[config.mk]
export PLATFORM = sky130hd
export DESIGN_NAME = dmem_bridge
export DESIGN_NICKNAME = d
export VERILOG_FILES = /design/src/rtl/mips_bus_pkg.sv /design/src/rtl/dmem_timeout_ctr.sv /design/src/rtl/dmem_bridge.sv
export SDC_FILE = /design/constraint.sdc
export NUM_CORES = 1
export LEC_CHECK = 0
export CORE_MARGIN = 2
export CORE_UTILIZATION = 40
export DETAILED_ROUTE_END_ITERATION = 16
export GPL_ROUTABILITY_DRIVEN = 1
export PLACE_DENSITY = 0.81
export SLEW_MARGIN = 10
export SYNTH_ARGS = -nofsm -noshare
export SYNTH_HDL_FRONTEND = slang
export SYNTH_SLANG_ARGS = --single-unit
[constraint.sdc]
create_clock -name clk -period 2.75 [get_ports clk]
set_clock_uncertainty 0.1 [all_clocks]
set_input_delay 0.825 -clock clk [delete_from_list [all_inputs] [get_ports clk]]
set_output_delay 0.825 -clock clk [all_outputs]
set_load 0.02 [all_outputs]
[src/rtl/mips_bus_pkg.sv]
// Shared types for the data-memory bridge: FSM state encoding, bus request
// bundle, and the fill word returned when a read response never arrives.
package mips_bus_pkg;

  typedef enum logic [1:0] {
    IDLE     = 2'd0,
    REQ      = 2'd1,
    WAIT_RSP = 2'd2,
    DONE     = 2'd3
  } dmem_state_e;

  typedef struct packed {
    logic        valid;
    logic        write;
    logic [31:0] addr;
    logic [31:0] wdata;
  } bus_req_t;

  localparam logic [31:0] TIMEOUT_DATA = 32'hDEADBEEF;

  // Only whole-word accesses are legal on this bus.
  function automatic logic is_misaligned(input logic [31:0] byte_addr);
    return byte_addr[1:0] != 2'b00;
  endfunction

  function automatic logic [31:0] word_align(input logic [31:0] byte_addr);
    return {byte_addr[31:2], 2'b00};
  endfunction

endpackage

[src/rtl/dmem_timeout_ctr.sv]
// Read-response watchdog. Counts cycles while enabled; expired is high in the
// RSP_TIMEOUT-th consecutive enabled cycle and the count then holds.
module dmem_timeout_ctr #(
  parameter int unsigned RSP_TIMEOUT = 64
) (
  input  logic clk,
  input  logic reset,
  input  logic enable,
  input  logic clear,
  output logic expired
);

  localparam int unsigned CW = (RSP_TIMEOUT > 1) ? $clog2(RSP_TIMEOUT) : 1;
  localparam logic [CW-1:0] LAST = CW'(RSP_TIMEOUT - 1);

  logic [CW-1:0] cnt_q;
  logic [CW-1:0] cnt_d;

  // Next count: restart on clear, saturate once the limit is reached.
  always_comb begin
    cnt_d = cnt_q;
    if (clear) begin
      cnt_d = '0;
    end else if (enable && !expired) begin
      cnt_d = cnt_q + CW'(1);
    end
  end

  // Count register with synchronous reset.
  always_ff @(posedge clk) begin
    if (reset) begin
      cnt_q <= '0;
    end else begin
      cnt_q <= cnt_d;
    end
  end

  assign expired = enable && (cnt_q == LAST);

endmodule

[src/rtl/dmem_bridge.sv]
// Core data-port to request/response bus bridge. Word accesses only; a read
// that gets no response within RSP_TIMEOUT cycles completes with a fault and
// the fill word. Optional feature macro: DMEM_STORE_BUFFER_EN adds a single
// posted-write entry so aligned stores do not stall the core.
module dmem_bridge
  import mips_bus_pkg::*;
#(
  parameter int unsigned RSP_TIMEOUT = 64
) (
  input  logic        clk,
  input  logic        reset,
  input  logic        memread,
  input  logic        memwrite,
  input  logic [31:0] aluresult,
  input  logic [31:0] writedata,
  output logic [31:0] readdata,
  output logic        stall,
  output logic        fault,
  output logic        bus_req_valid,
  input  logic        bus_req_ready,
  output logic        bus_req_write,
  output logic [31:0] bus_req_addr,
  output logic [31:0] bus_req_wdata,
  input  logic        bus_rsp_valid,
  input  logic [31:0] bus_rsp_rdata
);

  dmem_state_e state_q;
  bus_req_t    req_q;
  logic [31:0] data_q;
  logic        tout_q;
`ifdef DMEM_STORE_BUFFER_EN
  logic        posted_q;
`endif

  logic access;
  logic misaligned;
  logic aligned_access;
  logic expired;

  // Reset masks the access decode so every output reads as idle during reset.
  assign access         = (memread || memwrite) && !reset;
  assign misaligned     = access && is_misaligned(aluresult);
  assign aligned_access = access && !misaligned;

  dmem_timeout_ctr #(
    .RSP_TIMEOUT(RSP_TIMEOUT)
  ) u_timeout (
    .clk    (clk),
    .reset  (reset),
    .enable (state_q == WAIT_RSP),
    .clear  (state_q != WAIT_RSP),
    .expired(expired)
  );

  // Transaction FSM: latches the request, tracks the bus handshake and the
  // response or timeout, and holds the completed data for one DONE cycle.
  always_ff @(posedge clk) begin
    if (reset) begin
      state_q  <= IDLE;
      req_q    <= '0;
      data_q   <= '0;
      tout_q   <= 1'b0;
`ifdef DMEM_STORE_BUFFER_EN
      posted_q <= 1'b0;
`endif
    end else begin
      case (state_q)
        IDLE: begin
          if (aligned_access) begin
            req_q.valid <= 1'b1;
            req_q.write <= memwrite;
            req_q.addr  <= word_align(aluresult);
            req_q.wdata <= writedata;
            data_q      <= '0;
            tout_q      <= 1'b0;
`ifdef DMEM_STORE_BUFFER_EN
            posted_q    <= memwrite;
`endif
            state_q     <= REQ;
          end
        end
        REQ: begin
          if (bus_req_ready) begin
            req_q.valid <= 1'b0;
`ifdef DMEM_STORE_BUFFER_EN
            // A posted store has already released the core: drain silently.
            if (posted_q) begin
              posted_q <= 1'b0;
              state_q  <= IDLE;
            end else
`endif
            if (req_q.write) begin
              state_q <= DONE;
            end else begin
              state_q <= WAIT_RSP;
            end
          end
        end
        WAIT_RSP: begin
          // A response arriving in the expiry cycle still wins.
          if (bus_rsp_valid) begin
            data_q  <= bus_rsp_rdata;
            state_q <= DONE;
          end else if (expired) begin
            data_q  <= TIMEOUT_DATA;
            tout_q  <= 1'b1;
            state_q <= DONE;
          end
        end
        DONE: begin
          tout_q  <= 1'b0;
          state_q <= IDLE;
        end
        default: begin
          state_q <= IDLE;
        end
      endcase
    end
  end

  // Core hold: raised the same cycle an aligned access is seen and kept until
  // the transaction reaches DONE.
  always_comb begin
    stall = 1'b0;
    case (state_q)
      IDLE: begin
`ifdef DMEM_STORE_BUFFER_EN
        stall = aligned_access && !memwrite;
`else
        stall = aligned_access;
`endif
      end
      REQ: begin
`ifdef DMEM_STORE_BUFFER_EN
        // While the posted store drains, only a new access has to wait.
        stall = posted_q ? access : 1'b1;
`else
        stall = 1'b1;
`endif
      end
      WAIT_RSP: stall = 1'b1;
      DONE:     stall = 1'b0;
      default:  stall = 1'b0;
    endcase
  end

  // Fault is immediate for a misaligned access, and accompanies the fill word
  // in DONE after a timeout.
  always_comb begin
    fault    = 1'b0;
    readdata = '0;
    if (state_q == IDLE) begin
      fault = misaligned;
    end
    if (state_q == DONE) begin
      fault    = tout_q;
      readdata = data_q;
    end
  end

  assign bus_req_valid = req_q.valid;
  assign bus_req_write = req_q.write;
  assign bus_req_addr  = req_q.addr;
  assign bus_req_wdata = req_q.wdata;

endmodule

==> Word-level counts from Yosys, hierarchy flattened <==
Cells that the tools add are included.
{ "classes": {"mux": 21, "eq_ne": 10, "n_reduce_logical": 21, "addsub": 1} }
{ "op_table": {"columns": ["op", "count"], "rows": [
  ["32-bit two-way mux", 4],
  ["66-bit two-way mux", 1],
  ["32-bit case mux with 2 select lines", 1],
  ["2-bit != test (second input constant)", 5],
  ["3-bit AND reduction", 3],
  ["2-bit two-way mux", 4],
  ["2-bit case mux with 4 select lines", 1],
  ["1-bit two-way mux", 7],
  ["6-bit by 1-bit adder with 6-bit output (second input constant)", 1],
  ["6-bit == test (second input constant)", 1],
  ["1-bit case mux with 3 select lines", 2],
  ["2-bit nonzero test", 3],
  ["1-bit logical AND", 5],
  ["2-bit == test (second input constant)", 2],
  ["4-bit AND reduction", 1],
  ["2-bit OR reduction", 2],
  ["1-bit zero test", 3],
  ["3-bit != test (second input constant)", 1],
  ["3-bit nonzero test", 1],
  ["2-bit by 1-bit == test with 1-bit output (second input constant)", 1],
  ["2-bit zero test", 1],
  ["1-bit case mux with 2 select lines", 1],
  ["2-bit AND reduction", 1],
  ["1-bit logical OR", 1]
]} }
{ "word_totals": {"reg_bits": 105, "out_inout_bits": 100, "input_bits": 102, "word_cells": 61} }

==> Depth between registers and ports, before layout <==
{ "depth": {"ltp_word": 7, "mapped_depth": 8, "mapped_depth_nobuf": 6} }

==> Cells and area by module <==
Synthesis repeated with hierarchy kept, for this count alone.
{ "hier_totals": {"cells_unflattened": 502, "hier_area_um2": 4435.5} }
{ "by_module_without_submodules": {"columns": ["module", "cells_per_inst", "area_each_um2", "n_inst", "seq_area_each_um2"], "rows": [
  ["dmem_bridge", 469, 4130.2, 1, 1981.9],
  ["dmem_timeout_ctr", 33, 305.3, 1, 120.1]
]} }

==> Worst setup path before layout <==
Ideal clock, no wire load.
{ "synth_timing": {"path_type": "input to output", "startpoint": "input reset", "endpoint": "output fault", "arrival_ns": 1.728, "cell_stages": 2, "required_ns": 1.825, "path_slack_ns": 0.097, "cell_sequence": "o21bai_4 > o41ai_1"} }
{ "synth_via": {"elab_chain_cells": 5} }
{ "synth_lines": {"columns": ["item", "line_no", "text"], "rows": [
  ["start: declaration", "dmem_bridge.sv:11", "input logic reset,"],
  ["1-bit zero test", "dmem_bridge.sv:42", "assign access = (memread || memwrite) && !reset;"],
  ["1-bit logical AND", "dmem_bridge.sv:42", null],
  ["1-bit logical AND", "dmem_bridge.sv:43", "assign misaligned = access && is_misaligned(aluresult);"],
  ["1-bit two-way mux", "dmem_bridge.sv:153", "if (state_q == IDLE) begin"],
  ["1-bit two-way mux", "dmem_bridge.sv:156", "if (state_q == DONE) begin"],
  ["end: declaration", "dmem_bridge.sv:18", "output logic fault,"]
]} }
No other way between the ends.

==> Worst setup path after layout <==
{ "layout_timing": {"startpoint": "input memwrite", "endpoint": "output stall"} }
{ "layout_via": {"elab_chain_cells": 6} }
{ "layout_lines": {"columns": ["item", "line_no", "text"], "rows": [
  ["start: declaration", "dmem_bridge.sv:13", "input logic memwrite,"],
  ["1-bit logical OR (*)", "dmem_bridge.sv:42", null],
  ["1-bit logical AND (*)", "dmem_bridge.sv:42", null],
  ["1-bit logical AND", "dmem_bridge.sv:43", null],
  ["1-bit zero test", "dmem_bridge.sv:44", "assign aligned_access = access && !misaligned;"],
  ["1-bit logical AND (*)", "dmem_bridge.sv:44", null],
  ["1-bit case mux with 3 select lines (*)", "dmem_bridge.sv:126", "case (state_q)"],
  ["end: declaration", "dmem_bridge.sv:17", "output logic stall,"]
]} }
Every way passes the cells marked *; elsewhere a longest branch is shown, timed or not.

==> summary.txt <==
Logic synthesis
  • Post-synthesis sequential area ratio: between 50% and 60%
  • Cells after synthesis: 500
  • Ys flop type: dfxtp_1
  • Dominant cell type by area after synthesis: dfxtp_1
  • Post-synth top cells: nand2_1, dfxtp_1, a21oi_1, nor2_1, and2_1
  • Unique masters post-synth: 37
  • Synth warn: 0
  • Mean Syn Cell Area: 8.24 µm²
  • Synth Cell Area: 0.00412 mm²
  • Dominant cells by area after synthesis: dfxtp_1, nand2_1, a21oi_1, o2bb2ai_1, and2_1
  • Synth top area share: 51.0%
  • Number of synthesized flops with an enable pin: 0
  • Yosys reg bits: 105
  • Async set-reset flop share out of synthesis: 0%
  • Most common cell in the netlist: nand2_1

Layout
  • Synthesis-to-layout area growth: 57.5%
  • Layout cell share with drive strength beyond 1: approximately 6%
  • # nets final: 806
  • Post-layout util: 64.0%
  • Fillers: approximately 860
  • Final non-filler cell total: 839
  • # diodes: 0

Die
  • Die W: 105 µm
  • Num ports: 202
  • Die Y: ~110 µm
  • FP Rows: 37
  • Die Footprint: 0.0111 mm²
  • CORE AREA: 0.0101 mm²
  • Starting Density: 40.6%

Global routing
  • Congestion Overflow GR: 0
  • Initial antenna violation count: 0
  • First-pass GRT wire length: 18700 µm
  • Largest net degree at the start of global routing: between 60 and 70
  • Vias in the first global route: between 4000 and 5000
  • Total global-route track usage: 20.3%

CTS
  • Post-CTS sizing: 48
  • Clock sink count: 105
  • CTS tree: done
  • Hold Buf Count CTS: 0
  • Clock latency on the worst-skew pair: 360 ps
  • Root buffer cell: clkbuf_8
  • Clk buf depth: 2
  • Post-CTS Setup Bufs: 0
  • Clock buffers created by TritonCTS: 9
  • Clk pin slew, worst setup/hold paths: 90 ps
  • H-tree levels: 3

Route
  • Via count: ~4100
  • DR WL/cell: ~14 µm
  • Final antenna-violating net count: 0
  • Drt pass-1 iters: 4
  • DRC Markers: 0
  • Via density: 4.84
  • Iter 0 DRT Violations: 178
  • Final WL: roughly 12000 µm

Timing
  • Unrepaired setup endpoints after global routing: false
  • Worst-margin pin slew: 686 ps
  • Final setup violating endpoints: 0
  • Fin Hold WS: about 360 ps
  • Max_slew headroom: 54.3%
  • Tcrit/Tclk final: 96.8%
  • Fin. Hold Viols: 0
  • Crit path time final: 2660 ps
  • Pins Over Slew Limit: 0
  • Fmax achieved: between 300 and 400 MHz

Power and ir drop
  • P_leak: 2.51 nW
  • Power Density: approximately 550 mW/mm²
  • Max VDD drop: 330 µV

Critical path
  • Crit Path Max Fanout: 4
  • Required time worst endpoint: approximately 1800 ps
  • CP Capture Type: primary output
  • CP top delay family: buffers and inverters
  • CP Cell Sequence: dlygate4sd2_1 -> o21bai_4 -> o31a_1 -> nor2_1 -> buf_4
  • Buf+Inv Stages, Crit Path: 2
  • Crit path kind: input pin to primary output
  • Critical path data arrival time: around 1700 ps
  • Peak per-stage delay on the critical path: 270 ps
  • CP Launch Type: input pin
  • CP max-delay cell: dlygate4sd2_1

Placed design
  • Count of input and output buffers: 199
  • Final HPWL DP: ~8400 µm
  • Placer Congestion: 0.757
  • Placed Instances: 823

Run status
  • Status: finished, final reports clean

Run
  • Maximum Capacitance Violations: 0

Worst hold path
  • Class of the worst hold path: flop to flop
==> state kept, by name, indices dropped and copies added (netlist names) <==
name / flops
bus_req_wdata: 32
data_q: 32
bus_req_addr: 30
u_timeout.cnt_q: 6
state_q: 2
bus_req_valid: 1
bus_req_write: 1
tout_q: 1
==> area by class of cell <==
type / instances / area, µm² / area share (%)
clock buffer: 10 / 138 / 2.12
inverter: 6 / 22.5 / 0.347
clock inverter: 6 / 50.0 / 0.772
timing repair buffer: 219 / 2130 / 32.8
tap: 136 / 170 / 2.62
sequential: 105 / 2100 / 32.4
multi-input combinational: 357 / 1870 / 28.9
==> report_power, final <==
group          total (mW)  leakage [nW]  internal [mW]  switching [mW]
registers            1.63         0.849           1.59          0.0406
clock network       0.904        0.0948          0.366           0.538
logic                1.01          1.57          0.493           0.513
==> per-stage QoR <==
step                      setup WS [ps]  total power, mW  instance area [µm²]  setup TNS (ps)
after floorplan                    97.0             2.17                 4120               0
after global placement             -654             2.65                 6340           -5670
after detailed placement           -675             2.67                 6340           -7520
after CTS                          77.8             3.57                 6490               0
after global routing              0.405             3.74                 6490               0
final                              88.1             3.54                 6490               0
==> worst paths after layout <==
path	slack (ps)	depth (start not counted)	end	start
worst max register to register	570	7	state_q[0]	state_q[0]
worst min-delay path	360	2	bus_req_addr[14]	bus_req_addr[14]
worst min register to register	360	2	bus_req_addr[14]	bus_req_addr[14]
worst max-delay path	90	5	stall	memwrite
==> cell usage in the layout, fill, tap and decap left out, types with 3 or more instances in the layout <==
cell type,netlist,layout
a21oi_1,66,66
a31oi_1,3,3
and2_1,33,33
buf_12,0,3
buf_4,2,17
clkbuf_8,0,10
clkdlybuf4s50_1,0,160
dfxtp_1,105,105
dlygate4sd2_1,0,36
ha_1,6,6
inv_1,5,5
mux2i_1,9,9
nand2_1,149,149
nor2_1,34,34
nor3_1,3,3
o2bb2ai_1,24,24
==> per-layer routing <==
layer	track usage (%)	vias to the layer above	wire length, µm
met2	36.7	136	5900
met3	5.19	17	735
met5	0	-	0
met1	23.3	1863	4680
met4	6.10	0	210
li1	-	2048	-
==> worst register-to-register path, cell delays in order, from the launching register on <==
cell and delay, ps:
dfxtp_1 390, inv_1 80, ha_1 220, buf_4 150, o31a_1 120, buf_4 160, or3_1 390, a2111oi_1 450
==> cell families after synthesis <==
kind of cell    Yosys count  synth area share (%)
mux                       9                  2.19
xor+xnor                  2                 0.425
fa+ha+maj                 6                  1.82
flops                   105                  51.0
compound gates          106                  16.4
buf+inv                  39                  3.77
other cells               1                0.0911
simple gates            232                  24.3
Power figures use the tool's default switching activity.
